===== src/rtl/line_window_ctrl_if.sv =====
// line_window_ctrl_if
// Bundles the pixel-stream handshake and the line-FIFO control/status
// signals of line_window_ctrl.
//   master : pixel source / pipeline side (drives pix_valid, observes the rest)
//   slave  : line_window_ctrl (accepts pix_valid, drives enables and flags)
// Signals:
//   pix_valid/pix_ready   pixel handshake, accept = pix_valid & pix_ready
//   f0_wr_en/f0_rd_en     FIFO 0 (previous row) enables
//   f1_wr_en/f1_rd_en     FIFO 1 (row before that) enables
//   tap_valid/win_valid   tap alignment and full 3x3 window flags
//   out_col/out_row       coordinates of the pixel accepted one cycle earlier
//   flushing/frame_done   end-of-frame drain status
interface line_window_ctrl_if #(
  parameter int CW = 8,
  parameter int RW = 12
);
  logic          pix_valid;
  logic          pix_ready;
  logic          f0_wr_en;
  logic          f0_rd_en;
  logic          f1_wr_en;
  logic          f1_rd_en;
  logic          tap_valid;
  logic          win_valid;
  logic [CW-1:0] out_col;
  logic [RW-1:0] out_row;
  logic          flushing;
  logic          frame_done;

  modport master (
    output pix_valid,
    input  pix_ready, f0_wr_en, f0_rd_en, f1_wr_en, f1_rd_en,
    input  tap_valid, win_valid, out_col, out_row, flushing, frame_done
  );

  modport slave (
    input  pix_valid,
    output pix_ready, f0_wr_en, f0_rd_en, f1_wr_en, f1_rd_en,
    output tap_valid, win_valid, out_col, out_row, flushing, frame_done
  );
endinterface


===== src/rtl/line_window_ctrl.sv =====
// line_window_ctrl
// Sequencing controller for the two line FIFOs forming a 3-row pixel window.
// Counts raster column/row positions of accepted pixels, issues the FIFO
// write/read enables, flags tap and 3x3 window validity, and drains both
// FIFOs for IMG_W cycles at end of frame so each frame starts from empty.
// Pixel data itself never passes through this block.
// Ports:
//   clk  clock
//   rst  asynchronous active-high reset (shared with the line FIFOs)
//   bus  line_window_ctrl_if.slave (handshake, FIFO enables, status)
// Parameters:
//   IMG_W  pixels per line (3..255), CW column counter width (2^CW > IMG_W)
//   IMG_H  lines per frame (3..4095), RW row counter width (2^RW > IMG_H)
module line_window_ctrl #(
  parameter int IMG_W = 240,
  parameter int IMG_H = 180,
  parameter int CW    = 8,
  parameter int RW    = 12
) (
  input logic                clk,
  input logic                rst,
  line_window_ctrl_if.slave  bus
);

  localparam logic [CW-1:0] COL_LAST  = CW'(IMG_W - 1);
  localparam logic [CW-1:0] DRAIN_PRE = CW'(IMG_W - 2);
  localparam logic [CW-1:0] COL_TWO   = CW'(2);
  localparam logic [RW-1:0] ROW_LAST  = RW'(IMG_H - 1);
  localparam logic [RW-1:0] ROW_TWO   = RW'(2);

  typedef enum logic {
    RUN   = 1'b0,
    FLUSH = 1'b1
  } state_t;

  state_t        state;
  logic [CW-1:0] col;
  logic [RW-1:0] row;
  logic [CW-1:0] drain;
  logic          ready_q;
  logic          flushing_q;
  logic          done_q;

  logic          acc;
  logic          row_ge1;
  logic          row_ge2;
  logic          col_ge2;

  logic          vld_p1;
  logic          win_vld_p1;
  logic          f1_wr_p1;
  logic [CW-1:0] col_p1;
  logic [RW-1:0] row_p1;

  // ready_q is only high in RUN, so acc can never fire during a drain.
  assign acc     = bus.pix_valid & ready_q;
  assign row_ge1 = (row != '0);
  assign row_ge2 = (row >= ROW_TWO);
  assign col_ge2 = (col >= COL_TWO);

  // Stage p0: enables issued in the cycle of the accept. During FLUSH both
  // FIFOs are read every cycle and nothing is written into FIFO 0.
  assign bus.f0_wr_en = acc;
  assign bus.f0_rd_en = (acc & row_ge1) | flushing_q;
  assign bus.f1_rd_en = (acc & row_ge2) | flushing_q;

  assign bus.pix_ready  = ready_q;
  assign bus.flushing   = flushing_q;
  assign bus.frame_done = done_q;

  // Raster counters, RUN/FLUSH sequencing and the registered status outputs.
  always_ff @(posedge clk or posedge rst) begin
    if (rst) begin
      state      <= RUN;
      col        <= '0;
      row        <= '0;
      drain      <= '0;
      ready_q    <= 1'b1;
      flushing_q <= 1'b0;
      done_q     <= 1'b0;
    end else begin
      done_q <= 1'b0;
      case (state)
        RUN: begin
          if (acc) begin
            if (col == COL_LAST) begin
              col <= '0;
              if (row == ROW_LAST) begin
                row        <= '0;
                state      <= FLUSH;
                ready_q    <= 1'b0;
                flushing_q <= 1'b1;
              end else begin
                row <= row + 1'b1;
              end
            end else begin
              col <= col + 1'b1;
            end
          end
        end
        FLUSH: begin
          // Raised one cycle early so the pulse lands on the last drain cycle.
          if (drain == DRAIN_PRE) begin
            done_q <= 1'b1;
          end
          if (drain == COL_LAST) begin
            drain      <= '0;
            state      <= RUN;
            ready_q    <= 1'b1;
            flushing_q <= 1'b0;
          end else begin
            drain <= drain + 1'b1;
          end
        end
        default: begin
          state <= RUN;
        end
      endcase
    end
  end

  // Stage p1: one cycle after the accept FIFO 0 dout holds the value read,
  // which FIFO 1 captures. Only RUN-issued reads are forwarded, because acc
  // is low throughout FLUSH.
  always_ff @(posedge clk or posedge rst) begin
    if (rst) begin
      vld_p1     <= 1'b0;
      win_vld_p1 <= 1'b0;
      f1_wr_p1   <= 1'b0;
      col_p1     <= '0;
      row_p1     <= '0;
    end else begin
      vld_p1     <= acc;
      win_vld_p1 <= acc & row_ge2 & col_ge2;
      f1_wr_p1   <= acc & row_ge1;
      if (acc) begin
        col_p1 <= col;
        row_p1 <= row;
      end
    end
  end

  assign bus.tap_valid = vld_p1;
  assign bus.win_valid = win_vld_p1;
  assign bus.f1_wr_en  = f1_wr_p1;
  assign bus.out_col   = col_p1;
  assign bus.out_row   = row_p1;

endmodule


===== src/flat_wrapper.sv =====
// flat-port wrapper written by rule: the top's interface ports become plain ports
module line_window_ctrl_flat 
#(
  parameter int IMG_W = 240,
  parameter int IMG_H = 180,
  parameter int CW    = 8,
  parameter int RW    = 12
)
  (clk, rst, bus_pix_valid, bus_pix_ready, bus_f0_wr_en, bus_f0_rd_en, bus_f1_wr_en, bus_f1_rd_en, bus_tap_valid, bus_win_valid, bus_out_col, bus_out_row, bus_flushing, bus_frame_done);
  line_window_ctrl_if #(.CW(CW), .RW(RW)) bus_i ();
  input logic clk;
  input logic rst;
  input wire logic [$bits(bus_i.pix_valid)-1:0] bus_pix_valid;
  output wire logic [$bits(bus_i.pix_ready)-1:0] bus_pix_ready;
  output wire logic [$bits(bus_i.f0_wr_en)-1:0] bus_f0_wr_en;
  output wire logic [$bits(bus_i.f0_rd_en)-1:0] bus_f0_rd_en;
  output wire logic [$bits(bus_i.f1_wr_en)-1:0] bus_f1_wr_en;
  output wire logic [$bits(bus_i.f1_rd_en)-1:0] bus_f1_rd_en;
  output wire logic [$bits(bus_i.tap_valid)-1:0] bus_tap_valid;
  output wire logic [$bits(bus_i.win_valid)-1:0] bus_win_valid;
  output wire logic [$bits(bus_i.out_col)-1:0] bus_out_col;
  output wire logic [$bits(bus_i.out_row)-1:0] bus_out_row;
  output wire logic [$bits(bus_i.flushing)-1:0] bus_flushing;
  output wire logic [$bits(bus_i.frame_done)-1:0] bus_frame_done;
  assign bus_i.pix_valid = bus_pix_valid;
  assign bus_pix_ready = bus_i.pix_ready;
  assign bus_f0_wr_en = bus_i.f0_wr_en;
  assign bus_f0_rd_en = bus_i.f0_rd_en;
  assign bus_f1_wr_en = bus_i.f1_wr_en;
  assign bus_f1_rd_en = bus_i.f1_rd_en;
  assign bus_tap_valid = bus_i.tap_valid;
  assign bus_win_valid = bus_i.win_valid;
  assign bus_out_col = bus_i.out_col;
  assign bus_out_row = bus_i.out_row;
  assign bus_flushing = bus_i.flushing;
  assign bus_frame_done = bus_i.frame_done;
  line_window_ctrl #(.IMG_W(IMG_W), .IMG_H(IMG_H), .CW(CW), .RW(RW)) u_core (.clk(clk), .rst(rst), .bus(bus_i));
endmodule

===== config.mk =====
export PLATFORM = sky130hd
export DESIGN_NAME = line_window_ctrl_flat
export DESIGN_NICKNAME = d
export VERILOG_FILES = /design/src/rtl/line_window_ctrl_if.sv /design/src/rtl/line_window_ctrl.sv /design/src/flat_wrapper.sv
export SDC_FILE = /design/constraint.sdc
export NUM_CORES = 1
export LEC_CHECK = 0
export CAP_MARGIN = 20
export CORE_UTILIZATION = 50
export CTS_BUF_LIST = sky130_fd_sc_hd__clkbuf_16
export CTS_CLUSTER_SIZE = 30
export DETAILED_ROUTE_END_ITERATION = 8
export PLACE_DENSITY_LB_ADDON = 0.05
export SLEW_MARGIN = 10
export SYNTH_ARGS = -nofsm -noshare
export SYNTH_HDL_FRONTEND = slang
export SYNTH_SLANG_ARGS = --single-unit

===== constraint.sdc =====
create_clock -name clk -period 2.04 [get_ports clk]
set_clock_uncertainty 0.1 [all_clocks]
set_input_delay 0.204 -clock clk [delete_from_list [all_inputs] [get_ports clk]]
set_output_delay 0.204 -clock clk [all_outputs]
set_load 0.1 [all_outputs]

Word-level counts from Yosys, hierarchy flattened
Index checks and enable logic that the tools add are counted.
{"block": "word_totals", "word_cells": 56, "inputBits": 3, "reg_bits": 55}
{"block": "op_classes", "n_bitwise": 7, "add_sub_neg": 3, "n_eq_ne": 8, "n_lt_le_gt_ge": 2, "muxes": 20, "reduce_logical": 4}
{"cell": "8-bit == test (second input constant)", "n": 3}
{"cell": "8-bit by 1-bit adder with 8-bit output (second input constant)", "n": 2}
{"cell": "8-bit two-way mux", "n": 2}
{"cell": "1-bit two-way mux", "n": 14}
{"cell": "12-bit by 1-bit adder with 12-bit output (second input constant)", "n": 1}
{"cell": "12-bit by 8-bit == test with 1-bit output (second input constant)", "n": 1}
{"cell": "12-bit by 2-bit greater-or-equal comparator with 1-bit output (second input constant)", "n": 1}
{"cell": "12-bit two-way mux", "n": 1}
{"cell": "12-bit nonzero test", "n": 1}
{"cell": "8-bit by 2-bit greater-or-equal comparator with 1-bit output (second input constant)", "n": 1}
{"cell": "2-bit by 1-bit != test with 1-bit output (second input constant)", "n": 3}
{"cell": "1-bit case mux with 2 select lines", "n": 3}
{"cell": "1-bit bitwise AND", "n": 4}
{"cell": "4-bit AND reduction", "n": 1}
{"cell": "3-bit AND reduction", "n": 1}
{"cell": "2-bit != test (second input constant)", "n": 1}
{"cell": "1-bit OR", "n": 2}
{"cell": "2-bit AND reduction", "n": 1}
{"cell": "1-bit NOT", "n": 1}

Depth between registers and ports, before layout
Gate-level depths: netlist of the first run.
{"block": "logic_depth", "ltp_word": 5, "ltp_mapped": 6}

Worst setup path after synthesis of the first run
No wires, ideal clock.
{"block": "synth_timing", "path_kind": "register to output", "start": "register u_core.ready_q (netlist: u_core.bus.pix_ready)", "end": "output port bus_f1_rd_en", "arrival_time_ps": 3377, "setup_slack_ps": -1641, "path_stages_with_launch": 3, "cell_sequence": "dfstp_2 nand2_1 o21ai_0"}
{"block": "synth_via", "elab_chain_len": 3}
{"item": "start, declared", "line": "line_window_ctrl.sv:40", "source": "logic ready_q;"}
{"item": "start signal, assigned", "line": "line_window_ctrl.sv:78", "source": "ready_q <= 1'b1;"}
{"item": "start signal, assigned", "line": "line_window_ctrl.sv:91", "source": "ready_q <= 1'b0;"}
{"item": "start signal, assigned", "line": "line_window_ctrl.sv:109", "source": "ready_q <= 1'b1;"}
{"item": "1-bit bitwise AND", "line": "line_window_ctrl.sv:56", "source": "assign acc = bus.pix_valid & ready_q;"}
{"item": "1-bit bitwise AND", "line": "line_window_ctrl.sv:65", "source": "assign bus.f1_rd_en = (acc & row_ge2) | flushing_q;"}
{"item": "1-bit OR", "line": "line_window_ctrl.sv:65"}
{"item": "end, declared", "line": "flat_wrapper.sv:18", "source": "output wire logic [$bits(bus_i.f1_rd_en)-1:0] bus_f1_rd_en;"}
Every way passes these cells.

Worst setup path in the final report of the first run
{"block": "layout_timing", "start": "register u_core.row[8]", "end": "output port bus_f0_rd_en"}
{"block": "layout_via", "elab_chain_len": 3}
{"item": "start, declared", "line": "line_window_ctrl.sv:38", "source": "logic [RW-1:0] row;"}
{"item": "start signal, assigned", "line": "line_window_ctrl.sv:94", "source": "row <= row + 1'b1;"}
{"item": "12-bit nonzero test", "line": "line_window_ctrl.sv:57", "source": "assign row_ge1 = (row != '0);"}
{"item": "1-bit bitwise AND", "line": "line_window_ctrl.sv:64", "source": "assign bus.f0_rd_en = (acc & row_ge1) | flushing_q;"}
{"item": "1-bit OR", "line": "line_window_ctrl.sv:64"}
{"item": "end, declared", "line": "flat_wrapper.sv:16", "source": "output wire logic [$bits(bus_i.f0_rd_en)-1:0] bus_f0_rd_en;"}
Every way passes these cells.

==> key figures, run 1 <==
Logic synthesis
  • Share of the synthesized area in the top cell type: about 53%
  • Synthesized instance count: ~220
  • Synth top area cells: dfrtp_1 53%, mux2_2 7.1%, ha_1 3.5%, nand2_1 2.8%, xnor2_1 2.8%
  • Post-Synth XOR/XNOR Area: 5.08%
  • Mux cell area share after synthesis: under 10%
  • Synthesized area: ~0.0025 mm²
  • Top cell type by total area after synthesis: dfrtp_1
  • Mapped Avg Cell Area: between 10 and 15 µm²
  • Synth Flop Type: dfrtp_1
  • Simple-Gate Fraction of Synth Area: between 10% and 20%
  • Largest family of logic cells by synthesized area: simple AND/OR/NAND/NOR gates
  • Seq/Total Area, Yosys: a little over half
  • Synth Area in Adders: around 3.5%
  • Yosys cell types: 48
  • Yosys warns: 0
  • Yosys reg bits: 55
  • Mapped Nets: 227
  • Ys async rst share: 100%
  • Post-synth EDFFs: 0
  • Synth Area in Compound Gates: 7.26%

Drt
  • Post-Route WL: between 4000 and 5000 µm
  • Post-route DRC violation count: 0
  • Initial DRT Pass Iterations: 4
  • Remaining antenna violation count: 0
  • Starting DRT DRC Count: ~110
  • Routed WL per cell: around 14 µm
  • Vias/cell: 5.27
  • Via Count: roughly 1.7k

Hold path
  • HP Class: primary input to asynchronous set/reset pin

Flow run
  • Max-cap violations: 0

Cells and area
  • Finished Core Util: 66.3%
  • Finished Cell Area: 0.00317 mm²
  • Register Area: between 0.001 and 0.0015 mm²
  • Fin cells: around 330
  • Layout area overhead: 25.1%
  • Multi-input gate area: 0.00111 mm²
  • Fillers: 382
  • N_diodes: 0
  • Share of layout cells above drive strength 1: between 30% and 40%
  • Final Net Count: 273

Floorplan
  • Initial Util: around 53%
  • Die Wd: roughly 73 µm
  • Die Ht: 73.2 µm
  • Row Count: 25
  • IO Count: 32
  • Die ar.: approximately 0.0054 mm²
  • Core area: between 0.004 and 0.005 mm²

Clock network
  • CTS tree: built
  • H-Tree Depth: 2
  • CTS hold repair buffers: 0
  • Root Buffer: clkbuf_16
  • Skew-Pair Late Insertion Delay: about 0.30 ns
  • Clock-pin slew on the worst setup and hold paths: approximately 0.080 ns
  • CTS buffer count: 5
  • Clock Path Buffers: 2
  • Clock Sink Count: between 50 and 60

Worst setup path
  • WS Path Type: register to output port
  • CP endpoint kind: output port
  • Worst setup SP type: register
  • CP max FO: 4
  • Worst path required time: between 1.5 and 2 ns
  • CP arrival: roughly 1.7 ns

Timing
  • Fin. max-slew vios: 0
  • # setup viols final: 0
  • Period minus WS final: between 1.5 and 2 ns
  • Final hold viol count: 0
  • Hold_ws: approximately 0.12 ns
  • Setup WS post-layout: about 0.044 ns
  • Pin slew with the least headroom to its limit: approximately 0.43 ns
  • RSZ-0062 raised after global routing: yes
  • Max Fclk: 0.501 GHz
  • Slew HR: between 70 and 80%
  • Period utilisation layout: a little over nine tenths

Placement
  • Hpwl dp: between 3000 and 4000 µm
  • Placed instance count: between 300 and 400
  • Gpl congestion: 0.831
  • Port Buffers: 31
  • Pre-CTS setup slack: approximately 0.17 ns
  • Post-Place Cell Area: 0.00300 mm²

Global route
  • Number of global-route vias before repair: 1,651
  • First-pass GRT wire length: between 7000 and 8000 µm
  • Gr usage total: between 10% and 20%
  • Largest net degree at the start of global routing: 29
  • Initial antenna violation count: 0
  • Remaining global-route overflow: 0

Pwr
  • Leak: 1.56 nW
  • Pwr/cell area: between 600 and 700 mW/mm²
  • VDD IR-drop max: roughly 0.00044 V

Status
  • Status: completed
-- flip-flops by register name, summed over array words and instances, names as in the netlist --
name / cells
u_core.state: 1
u_core.bus.out_col: 8
u_core.col: 8
u_core.bus.flushing: 1
u_core.bus.tap_valid: 1
u_core.drain: 8
u_core.bus.out_row: 12
u_core.bus.f1_wr_en: 1
u_core.bus.pix_ready: 1
u_core.row: 12
u_core.bus.frame_done: 1
u_core.bus.win_valid: 1
-- cells in the final DEF, fill, tap and decap left out, types with 3 or more instances in the layout --
cell type	synthesis	layout
and2_1	3	3
nand2_1	19	18
o21ai_0	13	12
nand3_1	12	12
nor2_1	13	13
buf_12	0	6
mux2_2	16	16
inv_1	12	11
xnor2_1	8	8
clkbuf_16	0	5
dfrtp_1	54	51
dfrtp_2	0	3
ha_1	7	7
buf_4	0	35
xor2_1	3	3
nand4_1	5	5
nor3_1	6	4
nor4_1	3	3
-- Yosys cell counts (all sizes together), types with 2 or more instances --
master	instances
and3	4
xnor2	10
ha	7
xor2	3
nand4	7
and4b	2
nand3	13
nor2	13
nor4	5
o21a	2
mux2i	2
buf	3
nand2	19
and2	3
a22o	2
and4	2
mux2	17
nor3	6
o21ai	14
dfrtp	54
o211ai	2
inv	12
-- repair_timing --
action / CTS / global route
pin swaps: 1 / 2
setup endpoints to repair: 2 / 2
buffers inserted: 1 / 1
gates resized for setup: 5 / 0
-- worst max-delay path, cell delays in order (launching register included) --
cell	delay, ns
dfrtp_2	0.44
nor4_4	0.31
a41oi_1	0.21
or2_4	0.28
buf_12	0.16
-- through the flow --
step / TNS (ns) / power, W
finish: 0 / 0.00196
global route: -0.107 / 0.00203
CTS: 0 / 0.00199
detailed placement: 0 / 0.00114
global placement: 0 / 0.00114
floorplan: 0 / 0.00113
-- per-layer routing --
| metal | wire length, µm | share of wire (%) | vias up | GRT usage [%] |
|---|---|---|---|---|
| met4 | 75 | 1.6 | 0 | 7.19 |
| met1 | 2210 | 48 | 853 | 27.4 |
| met5 | 0 | 0 | - | 0 |
| met3 | 127 | 2.8 | 7 | 4.97 |
| li1 | - | - | 862 | - |
| met2 | 2190 | 48 | 23 | 30.2 |
-- worst paths after layout --
| kind | start | endpoint | slack [ns] | cells after the start |
|---|---|---|---|---|
| max | u_core.row[8] | bus_f0_rd_en | 0.04 | 4 |
| min | rst | u_core.col[3] | 0.12 | 2 |
| max reg2reg | u_core.bus.pix_ready | u_core.row[2] | 0.25 | 4 |
| min reg2reg | u_core.bus.out_col[4] | u_core.bus.out_col[4] | 0.38 | 2 |
| max in group asynchronous | rst | u_core.bus.pix_ready | 1.14 | 3 |
| min in group clk | u_core.bus.out_col[4] | u_core.bus.out_col[4] | 0.38 | 2 |
-- kinds of logic after synthesis --
kind of cell | Yosys count
and+or+nand+nor | 78
DFF | 55
AOI/OAI and AO/OA | 29
muxes | 19
buffers and inverters | 16
xor gates and xnor gates | 13
adders and majority gates | 7
-- final cells by class --
type / count / share of cell area (%)
clock buffer: 5 / 3.94
clock inverter: 3 / 0.631
inverter: 12 / 1.42
multi-input combinational: 146 / 35.0
sequential: 55 / 43.7
tap: 67 / 2.64
timing repair buffer: 43 / 12.7
-- where the power goes --
| part | leakage, nW | switching (W) | internal, W | total [W] |
|---|---|---|---|---|
| Combinational | 0.778 | 0.0000226 | 0.00000864 | 0.0000313 |
| Sequential | 0.720 | 0 | 0.00109 | 0.00109 |
| Clock | 0.0658 | 0.000384 | 0.000453 | 0.000836 |
| Total | 1.56 | 0.000406 | 0.00155 | 0.00196 |
Power figures use the tool's default switching activity.
==> run 2: changes to the inputs <==
ABC_AREA = 0   (was default)
CORE_ASPECT_RATIO = 1.4   (was default)
SETUP_SLACK_MARGIN = 0.1   (was default)
==> run 2 against run 1 <==
Against the previous run:
- sequential power hardly changed
- combinational power is 6% lower
- critical path type unchanged
- highest routed layer unchanged
- core utilization is 0.74 points lower
==> key figures, run 2 (same netlist as run 1, synthesis figures left out) <==
Global route
  • Largest net degree at the start of global routing: 56 (+93%)
  • Initial antenna violation count: 0 (unchanged)
  • Gr usage total: 20.1% (+0.32 points)
  • Met3 Use GR: 4.08% (-0.89 points)
  • First-pass GRT wire length: 8340 µm (+6.1%)
  • Met1 usage: 24.8% (-2.6 points)
  • Gr busiest metal: met2
  • Grt met2 use: 34.6% (+4.3 points)
  • Remaining global-route overflow: 0 (unchanged)
  • Number of global-route vias before repair: 1,747 (+5.8%)

Timing
  • Hold_ws: 0.173 ns (+0.0478 ns)
  • Fin. max-slew vios: 0 (unchanged)
  • Final hold viol count: 0 (unchanged)
  • Period utilisation layout: 98.1% (+0.28 points)
  • Period minus WS final: 2.00 ns (+0.00581 ns)
  • # setup viols final: 0 (unchanged)
  • RSZ-0062 raised after global routing: yes
  • Setup WS post-layout: 0.0385 ns (-0.00581 ns)
  • Pin slew with the least headroom to its limit: 0.337 ns (-0.0887 ns)
  • Max Fclk: 0.500 GHz (-0.29%)
  • Slew HR: 77.4% (+5.8 points)

Floorplan
  • Row Count: 30 (+20%)
  • IO Count: 32 (unchanged)
  • Die Ht: 86.3 µm (+18%)
  • Core area: 0.00484 mm² (+1.2%)
  • Initial Util: 52.4% (-0.62 points)
  • Die Wd: 62.2 µm (-15%)
  • Die ar.: 0.00536 mm² (about the same)

Placement
  • Post-Place Cell Area: 0.00297 mm² (-1.0%)
  • Hpwl dp: 3350 µm (+0.67%)
  • Port Buffers: 31 (unchanged)
  • Pre-CTS setup slack: 0.148 ns (-0.0175 ns)
  • Gpl congestion: 0.832 (about the same)

Pwr
  • Tot Pwr: 0.00208 W (+6.3%)
  • Pwr/cell area: 656 mW/mm² (+6.3%)
  • Comb power frac: 1.4% (-0.2 points)
  • Sw Pwr: 0.000405 W (-0.41%)
  • VDD IR-drop max: 0.000506 V (+14%)
  • Leak: 1.57 nW (+0.58%)
  • Clock power frac: 46.2% (+3.5 points)
  • Sw Ratio: 19.4% (-1.3 points)
  • Total internal power: 0.00168 W (+8.1%)
  • Sequential share of power: 52.4% (-3.3 points)

Drt
  • Starting DRT DRC Count: 81 (-28%)
  • Remaining antenna violation count: 0 (unchanged)
  • Post-route DRC violation count: 0 (unchanged)
  • Initial DRT Pass Iterations: 4 (unchanged)
  • Via Count: 1,739 (-0.34%)
  • Routed WL per cell: 14.6 µm (+5.3%)
  • Post-Route WL: 4790 µm (+4.0%)
  • Vias/cell: 5.32 (+0.88%)

Worst setup path
  • Reg-to-Reg Start: u_core.bus.pix_ready
  • CP Depth: 6 (+2)
  • CP Launch Point: u_core.row[10]
  • CP max stage cell: dfrtp_2
  • WS Path Type: register to output port
  • CP arrival: 1.70 ns (about the same)
  • Critical path's top delay family: simple AND/OR/NAND/NOR gates
  • Worst path required time: 1.74 ns (about the same)
  • Worst-path cell chain: nor4_4, nand3_1, nor3_2, buf_4, o21ai_4, buf_12
  • Buf/Inv on CP: 2 (+1)
  • CP max FO: 3 (-1)
  • R2R Path End: u_core.row[2]
  • Reg2Reg Depth: 4 (unchanged)
  • Crit-path max cell delay: 0.43 ns (about the same)
  • R2R setup slack: 0.25 ns (about the same)
  • CP endpoint kind: output port
  • Worst setup SP type: register
  • Worst setup endpoint: bus_f1_rd_en

Clock network
  • CTS tree: built
  • Clock Sink Count: 55 (unchanged)
  • Clock-pin slew on the worst setup and hold paths: 0.07 ns (about the same)
  • Skew-Pair Late Insertion Delay: 0.29 ns (about the same)
  • Clock Path Buffers: 2 (unchanged)
  • H-Tree Depth: 2 (unchanged)
  • CTS buffer count: 5 (unchanged)
  • Root Buffer: clkbuf_16
  • CTS hold repair buffers: 0 (unchanged)

Cells and area
  • N_diodes: 0 (unchanged)
  • Layout area overhead: 25.2% (about the same)
  • Fillers: 400 (+4.7%)
  • Finished Cell Area: 0.00317 mm² (about the same)
  • Share of layout cells above drive strength 1: 32.7% (-0.25 points)
  • Final Net Count: 272 (-0.37%)
  • Most common cell after layout, fill and taps aside: dfrtp_1
  • Commonest cells after routing, fill and taps aside: 52 x dfrtp_1, 35 x buf_4, 18 x nand2_1, 16 x mux2_2, 13 x nor2_1

Status
  • Status: completed

Flow run
  • Max-cap violations: 0 (unchanged)

Hold path
  • HP Class: primary input to asynchronous set/reset pin
[run 2: layout make-up]
cell class                 instances  area, µm²  area share (%)
tap                               64       80.1            2.52
clock inverter                     3       43.8            1.38
inverter                          12       47.5            1.50
clock buffer                       5        125            3.94
multi-input combinational        146       1110            35.0
timing repair buffer              42        383            12.1
sequential                        55       1380            43.6
[run 2: routing by layer]
| metal | share of wire, % | wire (µm) | vias up |
|---|---|---|---|
| li1 | - | - | 851 |
| met1 | 45 | 2130 | 846 |
| met2 | 51 | 2430 | 34 |
| met3 | 3.1 | 147 | 8 |
| met4 | 1.7 | 79 | 0 |
| met5 | 0 | 0 | - |
[run 2: worst min path at each step]
stage / start / cells past startpoint / endpoint
finish: rst / 3 / u_core.bus.out_row[1]
global placement: u_core.bus.out_col[0] / 2 / u_core.bus.out_col[0]
floorplan: bus_pix_valid / 2 / u_core.col[1]
global route: rst / 3 / u_core.row[1]
detailed placement: u_core.bus.out_col[0] / 2 / u_core.bus.out_col[0]
CTS: rst / 3 / u_core.row[2]
[run 2: power groups by stage]
stage               Sequential [W]  Combinational (W)  Clock, W
floorplan                  0.00111          0.0000159         0
global placement           0.00111          0.0000317         0
detailed placement         0.00111          0.0000320         0
CTS                        0.00109          0.0000317  0.000983
global route               0.00109          0.0000350   0.00102
finish                     0.00109          0.0000295  0.000962
[run 2: through the flow]
stage / setup TNS [ns] / utilization (%) / instances
finish: 0 / 65.5 / 327
global route: -0.0773 / 65.5 / 327
CTS: 0 / 65.5 / 327
detailed placement: 0 / 61.3 / 316
global placement: 0 / 61.3 / 316
floorplan: 0 / - / 217
[run 2: timing repair]
action / CTS / global route
pin swaps: 2 / 0
buffers inserted: 3 / 0
resized for setup: 4 / 2
endpoints found under the setup margin: 3 / 3
[run 2: worst min-delay path, cell delays in order]
cell and delay (ns):
clkdlybuf4s50_1 0.41, inv_2 0.07, buf_12 0.26
==> run 3: changes to the inputs <==
GPL_ROUTABILITY_DRIVEN = 0   (was default)
==> results of run 3 <==
Same layout as run 2: the final DEF is identical, and so are final timing and power.
